<file path="src/rtl/dct_pkg.sv">
// Shared widths and output-conversion helper for the JPEG DCT pipeline.
// sat_conv takes a sign-extended input and returns the narrowed value plus overflow.
package dct_pkg;

  localparam int N_DEF     = 8;
  localparam int W_IN_DEF  = 12;
  localparam int W_OUT_DEF = 11;
  localparam int TAG_W_DEF = 2;

  typedef struct packed {
    logic        ovf;
    logic [31:0] val;
  } conv_t;

  // Wrap leaves val untouched; the caller's truncation to w_out drops the MSBs.
  function automatic conv_t sat_conv(
    input logic signed [31:0] x,
    input int                 w_out,
    input logic               sat
  );
    conv_t              r;
    logic signed [31:0] hi;
    logic signed [31:0] lo;
    hi    = (32'sd1 <<< (w_out - 1)) - 32'sd1;
    lo    = -hi - 32'sd1;
    r.ovf = (x > hi) || (x < lo);
    r.val = x;
    if (sat && (x > hi)) r.val = hi;
    if (sat && (x < lo)) r.val = lo;
    return r;
  endfunction

endpackage

</file>
<file path="src/rtl/dct_xpose_bank.sv">
// One N x N transpose bank: row-wide write port, column-wide read port.
// The array is intentionally not reset.
module dct_xpose_bank
  import dct_pkg::*;
#(
  parameter int N  = N_DEF,
  parameter int W  = W_IN_DEF,
  parameter int AW = $clog2(N)
) (
  input  logic           clk,
  input  logic           we_i,
  input  logic [AW-1:0]  row_i,
  input  logic [N*W-1:0] wdata_i,
  input  logic [AW-1:0]  col_i,
  output logic [N*W-1:0] rdata_o
);

  logic [W-1:0] mem_q [N][N];

  always_ff @(posedge clk) begin
    if (we_i) begin
      for (int c = 0; c < N; c++) begin
        mem_q[row_i][c] <= wdata_i[c*W +: W];
      end
    end
  end

  always_comb begin
    rdata_o = '0;
    for (int i = 0; i < N; i++) begin
      rdata_o[i*W +: W] = mem_q[i][col_i];
    end
  end

endmodule

</file>
<file path="src/rtl/dct_xpose_pingpong.sv">
// Ping-pong row-in / column-out transpose between the two 1-D DCT passes,
// with wrap/saturate narrowing, overflow flag and per-block tag.
module dct_xpose_pingpong
  import dct_pkg::*;
#(
  parameter int N     = N_DEF,
  parameter int W_IN  = W_IN_DEF,
  parameter int W_OUT = W_OUT_DEF,
  parameter int TAG_W = TAG_W_DEF
) (
  input  logic               clk,
  input  logic               rst,
  input  logic               in_valid,
  output logic               in_ready,
  input  logic [N*W_IN-1:0]  in_data,
  input  logic [TAG_W-1:0]   in_tag,
  input  logic               sat_mode,
  output logic               out_valid,
  input  logic               out_ready,
  output logic [N*W_OUT-1:0] out_data,
  output logic               out_first,
  output logic               out_last,
  output logic [TAG_W-1:0]   out_tag,
  output logic               out_ovf
);

  localparam int AW = $clog2(N);
  localparam logic [AW-1:0] LAST = AW'(N - 1);

  logic [1:0]       full_q, full_d;
  logic [1:0]       mode_q, mode_d;
  logic [TAG_W-1:0] tag_q [2];
  logic [TAG_W-1:0] tag_d [2];
  logic             wbank_q, wbank_d;
  logic             rbank_q, rbank_d;
  logic [AW-1:0]    wr_row_q, wr_row_d;
  logic [AW-1:0]    rd_col_q, rd_col_d;
  logic [N*W_IN-1:0] rd_vec [2];
  logic             in_acc, out_acc;
  conv_t            cv;

  // rst gating keeps both handshakes quiet while reset is held.
  assign in_ready  = rst & ~full_q[wbank_q];
  assign out_valid = rst & full_q[rbank_q];
  assign in_acc    = in_valid & in_ready;
  assign out_acc   = out_valid & out_ready;

  for (genvar b = 0; b < 2; b++) begin : g_bank
    dct_xpose_bank #(
      .N (N),
      .W (W_IN)
    ) u_bank (
      .clk     (clk),
      .we_i    (in_acc && (wbank_q == 1'(b))),
      .row_i   (wr_row_q),
      .wdata_i (in_data),
      .col_i   (rd_col_q),
      .rdata_o (rd_vec[b])
    );
  end

  always_comb begin
    full_d   = full_q;
    mode_d   = mode_q;
    tag_d    = tag_q;
    wbank_d  = wbank_q;
    rbank_d  = rbank_q;
    wr_row_d = wr_row_q;
    rd_col_d = rd_col_q;
    if (in_acc) begin
      if (wr_row_q == '0) begin
        tag_d[wbank_q]  = in_tag;
        mode_d[wbank_q] = sat_mode;
      end
      if (wr_row_q == LAST) begin
        full_d[wbank_q] = 1'b1;
        wbank_d         = ~wbank_q;
        wr_row_d        = '0;
      end else begin
        wr_row_d = wr_row_q + 1'b1;
      end
    end
    if (out_acc) begin
      if (rd_col_q == LAST) begin
        full_d[rbank_q] = 1'b0;
        rbank_d         = ~rbank_q;
        rd_col_d        = '0;
      end else begin
        rd_col_d = rd_col_q + 1'b1;
      end
    end
  end

  always_ff @(posedge clk) begin
    if (!rst) begin
      full_q   <= '0;
      mode_q   <= '0;
      tag_q    <= '{default: '0};
      wbank_q  <= 1'b0;
      rbank_q  <= 1'b0;
      wr_row_q <= '0;
      rd_col_q <= '0;
    end else begin
      full_q   <= full_d;
      mode_q   <= mode_d;
      tag_q    <= tag_d;
      wbank_q  <= wbank_d;
      rbank_q  <= rbank_d;
      wr_row_q <= wr_row_d;
      rd_col_q <= rd_col_d;
    end
  end

  always_comb begin
    cv        = '0;
    out_data  = '0;
    out_ovf   = 1'b0;
    out_first = 1'b0;
    out_last  = 1'b0;
    out_tag   = '0;
    if (out_valid) begin
      for (int i = 0; i < N; i++) begin
        cv = sat_conv(
          32'(signed'(rd_vec[rbank_q][i*W_IN +: W_IN])),
          W_OUT, mode_q[rbank_q]);
        out_data[i*W_OUT +: W_OUT] = W_OUT'(cv.val);
        out_ovf = out_ovf | cv.ovf;
      end
      out_first = (rd_col_q == '0);
      out_last  = (rd_col_q == LAST);
      out_tag   = tag_q[rbank_q];
    end
  end

endmodule
</file>
<file path="config.mk">
export PLATFORM = sky130hd
export DESIGN_NAME = dct_xpose_pingpong
export DESIGN_NICKNAME = d
export VERILOG_FILES = /design/src/rtl/dct_pkg.sv /design/src/rtl/dct_xpose_bank.sv /design/src/rtl/dct_xpose_pingpong.sv
export SDC_FILE = /design/constraint.sdc
export NUM_CORES = 2
export LEC_CHECK = 0
export CAP_MARGIN = 0
export CORE_UTILIZATION = 60
export DETAILED_ROUTE_END_ITERATION = 12
export MAX_ROUTING_LAYER = met4
export PLACE_DENSITY = 0.78
export RECOVER_POWER = 50
export SYNTH_ARGS = -nofsm -noshare
export SYNTH_HDL_FRONTEND = slang
export SYNTH_SLANG_ARGS = --single-unit
export TNS_END_PERCENT = 50
</file>
<file path="constraint.sdc">
create_clock -name clk -period 10.6 [get_ports clk]
set_clock_uncertainty 0.1 [all_clocks]
set_input_delay 2.12 -clock clk [delete_from_list [all_inputs] [get_ports clk]]
set_output_delay 2.12 -clock clk [all_outputs]
set_load 0.1 [all_outputs]
</file>
==> flow_results.xml <==
<?xml version="1.0" encoding="UTF-8"?>
<metrics>
  <group name="timing">
    <metric name="hold_viol_final" unit="">0</metric>
    <metric name="timing.slew.headroom" unit="%">-87.5</metric>
    <metric name="setup_repair_after_global_routing_missed_its_margin" unit="">false</metric>
    <metric name="timing.setup.tns" unit="ns">0</metric>
    <metric name="max_freq" unit="MHz">119</metric>
    <metric name="post-route-period-util" unit="%">79.2</metric>
    <metric name="drv_slew" unit="">84</metric>
    <metric name="setup-violations-final" unit="">0</metric>
    <metric name="fin_crit" unit="ns">8.39</metric>
    <metric name="whs" unit="ns">0.434</metric>
    <metric name="worstMarginPinSlew" unit="ns">2.81</metric>
  </group>
  <group name="logic_synthesis">
    <metric name="avgSynthCellArea" unit="sq um">24.6</metric>
    <metric name="post_synth_main_area_contributors" unit="">sky130_fd_sc_hd__edfxtp_1 77%, sky130_fd_sc_hd__mux4_2 18%, sky130_fd_sc_hd__o21a_1 1.0%, sky130_fd_sc_hd__buf_6 0.55%, sky130_fd_sc_hd__dfxtp_1 0.54%</metric>
    <metric name="synth_top_area_share" unit="%">77.4</metric>
    <metric name="netlist.top_cell.by_area" unit="">sky130_fd_sc_hd__edfxtp_1</metric>
    <metric name="synthCells" unit="">2425</metric>
    <metric name="synth_seq_area_share" unit="%">77.9</metric>
    <metric name="ys_ff_latch" unit="">1552</metric>
    <metric name="synth_flop_cell" unit="">sky130_fd_sc_hd__edfxtp_1</metric>
    <metric name="post_synth_num_cell_types" unit="">40</metric>
    <metric name="synth_area" unit="sq mm">0.0596</metric>
    <metric name="ys_warn_count" unit="">0</metric>
    <metric name="synth_net_count" unit="">2534</metric>
    <metric name="synth-edff-count" unit="">1536</metric>
    <metric name="synth-async-reset-ratio" unit="%">0</metric>
  </group>
  <group name="detailed_routing">
    <metric name="met3WireLength" unit="mm">18.5</metric>
    <metric name="drt_first_iter_violations" unit="">3762</metric>
    <metric name="first_pass_iters" unit="">7</metric>
    <metric name="routed_wl" unit="mm">151</metric>
    <metric name="avg_vias_per_cell" unit="">6.97</metric>
    <metric name="routedLengthMet1" unit="mm">53.4</metric>
    <metric name="detail_route.drc_violations" unit="">0</metric>
    <metric name="drt.antenna.violating_nets" unit="">0</metric>
    <metric name="met2_length" unit="mm">74.2</metric>
    <metric name="routed.top_layer" unit="">met4</metric>
    <metric name="routed_wirelength_normalized_by_instance_count" unit="microns">36.8</metric>
    <metric name="detailroute.via_count" unit="">28600</metric>
  </group>
  <group name="clock_network">
    <metric name="cts_root_buffer" unit="">sky130_fd_sc_hd__clkbuf_16</metric>
    <metric name="cts_setup_buffers" unit="">0</metric>
    <metric name="cts_resized" unit="">0</metric>
    <metric name="number_of_clock_buffers_inserted_by_tritoncts" unit="">150</metric>
    <metric name="cts-hold-fix-buffers" unit="">0</metric>
    <metric name="tritoncts" unit="">yes</metric>
    <metric name="htree_levels" unit="">4</metric>
    <metric name="clock_tree.buffer_depth" unit="">3</metric>
    <metric name="worst_skew_pair.late_latency" unit="ns">0.75</metric>
    <metric name="cts.clk_slew.worst_paths" unit="ns">0.06</metric>
    <metric name="cts.sink_count" unit="">1552</metric>
  </group>
  <group name="global_routing">
    <metric name="grt_first_pass_wirelength" unit="mm">214</metric>
    <metric name="number_of_antenna_violations_at_the_first_check_in_global_routing" unit="">6</metric>
    <metric name="largest_net_degree_at_the_start_of_global_routing" unit="">125</metric>
    <metric name="grt_pass1_vias" unit="">29700</metric>
    <metric name="global_route.usage.total" unit="%">31.9</metric>
    <metric name="globalRoute.totalOverflow" unit="">0</metric>
  </group>
  <group name="finish">
    <metric name="num-nets-final" unit="">2803</metric>
    <metric name="post_layout_nonfiller_instances" unit="">4104</metric>
    <metric name="nFillCells" unit="">5554</metric>
    <metric name="syn2layout_area_growth" unit="%">13.5</metric>
    <metric name="register_area" unit="sq mm">0.0465</metric>
    <metric name="multi_input_combinational_cell_area" unit="sq mm">0.0125</metric>
    <metric name="final_design_area_no_fill" unit="sq mm">0.0677</metric>
    <metric name="drive_above_1_share" unit="%">26.9</metric>
  </group>
  <group name="place">
    <metric name="placement.io_buffers" unit="">197</metric>
    <metric name="dpl_cell_area" unit="sq mm">0.0630</metric>
    <metric name="dp.cells" unit="">3829</metric>
    <metric name="hpwlAfterDp" unit="mm">78.8</metric>
    <metric name="gpl.final_weighted_congestion" unit="">0.851</metric>
  </group>
  <group name="critical_path">
    <metric name="critPathMaxStageDelay" unit="ns">1.17</metric>
    <metric name="cp_cell_sequence" unit="">dlygate4sd3_1 -&gt; nand2_1 -&gt; buf_4 -&gt; a31oi_4 -&gt; o21a_1 -&gt; clkdlybuf4s50_1</metric>
    <metric name="r2r_start" unit="">wbank_q</metric>
    <metric name="worst_path_bufs_invs" unit="">3</metric>
    <metric name="timing.critical_path.required" unit="ns">8.38</metric>
    <metric name="ff2ff_setup_slack" unit="ns">5.27</metric>
    <metric name="r2r-end" unit="">g_bank[1].u_bank.mem_q[6][78]</metric>
    <metric name="critPathSlowestCell" unit="">sky130_fd_sc_hd__clkdlybuf4s50_1</metric>
    <metric name="worstRegToRegCells" unit="">6</metric>
    <metric name="critical_path.top_delay_family" unit="">buffers and inverters</metric>
    <metric name="timing.setup.critical_path_class" unit="">primary input to output port</metric>
    <metric name="critical_path.startpoint_type" unit="">primary input</metric>
    <metric name="end_kind" unit="">output port</metric>
    <metric name="critPathArrivalTime" unit="ns">6.17</metric>
    <metric name="crit_path_max_fanout" unit="">21</metric>
  </group>
  <group name="hold_path">
    <metric name="min_to" unit="">tag_q[2]</metric>
    <metric name="worstHoldPathCells" unit="">2</metric>
    <metric name="hold_path.class" unit="">flip-flop to flip-flop</metric>
    <metric name="min-delay-start" unit="">tag_q[2]</metric>
  </group>
  <group name="floorplanning">
    <metric name="fp-row-count" unit="">115</metric>
    <metric name="chipHeight" unit="microns">317</metric>
    <metric name="placeableCoreArea" unit="sq mm">0.0984</metric>
    <metric name="floorplan.initialDensity" unit="%">60.6</metric>
    <metric name="die-area" unit="sq mm">0.101</metric>
    <metric name="io_pins" unit="">198</metric>
    <metric name="die_width" unit="microns">317</metric>
  </group>
  <group name="pwr">
    <metric name="leakagePower" unit="nW">20.2</metric>
    <metric name="power.density" unit="mW/mm^2">180</metric>
    <metric name="peakVddDrop" unit="mV">0.167</metric>
    <metric name="total_power_consumption" unit="mW">12.2</metric>
  </group>
  <group name="run_status">
    <metric name="outcome" unit="">finished with violations</metric>
    <metric name="violations" unit="">capacitance limit, slew limit</metric>
  </group>
  <group name="run">
    <metric name="cap_viol_max_count" unit="">2</metric>
  </group>
</metrics>
-- synthesized netlist by cell type (2+ instances only) --
cell,instances
sky130_fd_sc_hd__ha_1,6
sky130_fd_sc_hd__mux2i_1,10
sky130_fd_sc_hd__and3_1,9
sky130_fd_sc_hd__buf_2,16
sky130_fd_sc_hd__nor4_1,2
sky130_fd_sc_hd__a22o_1,14
sky130_fd_sc_hd__a21oi_1,11
sky130_fd_sc_hd__nor2b_1,10
sky130_fd_sc_hd__dfxtp_1,16
sky130_fd_sc_hd__and2_1,2
sky130_fd_sc_hd__a21boi_0,7
sky130_fd_sc_hd__clkbuf_2,2
sky130_fd_sc_hd__nand2_1,23
sky130_fd_sc_hd__nand2_2,5
sky130_fd_sc_hd__buf_1,10
sky130_fd_sc_hd__inv_1,5
sky130_fd_sc_hd__o21a_1,81
sky130_fd_sc_hd__mux2_2,2
sky130_fd_sc_hd__buf_4,9
sky130_fd_sc_hd__a31oi_4,7
sky130_fd_sc_hd__mux4_2,464
sky130_fd_sc_hd__clkbuf_1,64
sky130_fd_sc_hd__nor3_1,6
sky130_fd_sc_hd__o21ai_0,3
sky130_fd_sc_hd__xnor2_1,7
sky130_fd_sc_hd__nor2_2,7
sky130_fd_sc_hd__nand3_1,5
sky130_fd_sc_hd__edfxtp_1,1536
sky130_fd_sc_hd__a22oi_2,2
sky130_fd_sc_hd__buf_6,29
sky130_fd_sc_hd__nor2_1,31
sky130_fd_sc_hd__a22oi_1,16
-- report_power, final --
part | leakage (nW) | internal, mW | switching (mW)
clock network | 2.28 | 2.93 | 2.25
logic | 3.99 | 0.0415 | 0.165
registers | 14.0 | 6.77 | 0.0104
-- area by class of cell --
type / instances / area share (%)
diodes: 7 / 0.0259
clock buffers: 188 / 5.88
clock inverters: 80 / 1.06
inverters: 5 / 0.0277
multi-input cells: 738 / 18.5
flip-flops and latches: 1552 / 68.6
well taps: 1287 / 2.38
repair buffers: 247 / 3.49
-- metal layers --
metal | track usage (%) | vias to the layer above
met5 | - | -
met4 | 11.0 | 0
met3 | 8.58 | 302
met2 | 48.8 | 2211
met1 | 41.8 | 15100
li1 | - | 11000
-- worst register-to-register path, delay by kind of cell (launching register included) --
family,cells,cell delay [ns]
flip-flops,1,0.47
multiplexers,1,0.35
buffers and inverters,2,2.96
AND/OR/NAND/NOR,3,0.97
-- state kept, by name, indices dropped and copies added, names as in the netlist --
| name | count |
|---|---|
| tag_q | 4 |
| mode_q | 2 |
| full_q | 2 |
| wbank_q | 1 |
| rd_col_q | 3 |
| rbank_q | 1 |
| wr_row_q | 3 |
| g_bank.u_bank.mem_q | 1536 |
-- layout by cell type, fill, tap and decap left out, types with 8 or more instances in the layout --
cell and instances:
sky130_fd_sc_hd__edfxtp_1 1536, sky130_fd_sc_hd__mux4_2 464, sky130_fd_sc_hd__clkbuf_16 154, sky130_fd_sc_hd__clkdlybuf4s50_1 100, sky130_fd_sc_hd__dlygate4sd3_1 97, sky130_fd_sc_hd__o21a_1 81, sky130_fd_sc_hd__buf_4 46, sky130_fd_sc_hd__clkbuf_1 36
sky130_fd_sc_hd__clkinv_1 35, sky130_fd_sc_hd__nand2_1 23, sky130_fd_sc_hd__clkinv_2 19, sky130_fd_sc_hd__nor2_1 18, sky130_fd_sc_hd__a22oi_1 16, sky130_fd_sc_hd__a22o_1 14, sky130_fd_sc_hd__nor2_4 12, sky130_fd_sc_hd__dfxtp_1 12
sky130_fd_sc_hd__a21oi_1 11, sky130_fd_sc_hd__bufinv_16 11, sky130_fd_sc_hd__mux2i_1 10, sky130_fd_sc_hd__nor2b_1 9, sky130_fd_sc_hd__and3_1 9, sky130_fd_sc_hd__nor2_2 8
-- metrics by stage --
step | util (%) | setup slack, ns
floorplan | - | 0.713
global placement | 64.0 | 2.49
detailed placement | 64.0 | 2.35
CTS | 68.8 | 2.30
global route | 68.8 | 2.06
finish | 68.8 | 2.21
-- worst max path at each step --
| stage | from | endpoint | slack, ns | cells past startpoint |
|---|---|---|---|---|
| floorplan | rst | g_bank[1].u_bank.mem_q[0][0] | 0.71 | 4 |
| global placement | rst | out_data[55] | 2.49 | 6 |
| detailed placement | rst | out_data[82] | 2.35 | 6 |
| CTS | rd_col_q[1] | out_data[20] | 2.30 | 6 |
| global route | rst | out_data[85] | 2.06 | 6 |
| finish | rst | out_data[50] | 2.21 | 6 |
-- cell families after synthesis --
logic type / share of synthesized area, %
xor gates and xnor gates: 0.118
adders and majority gates: 0.126
buffers and inverters: 1.31
muxes: 17.7
DFF: 77.9
AOI/OAI and AO/OA: 1.93
and+or+nand+nor: 0.894
Note: power is estimated with default switching activity, not from simulation.
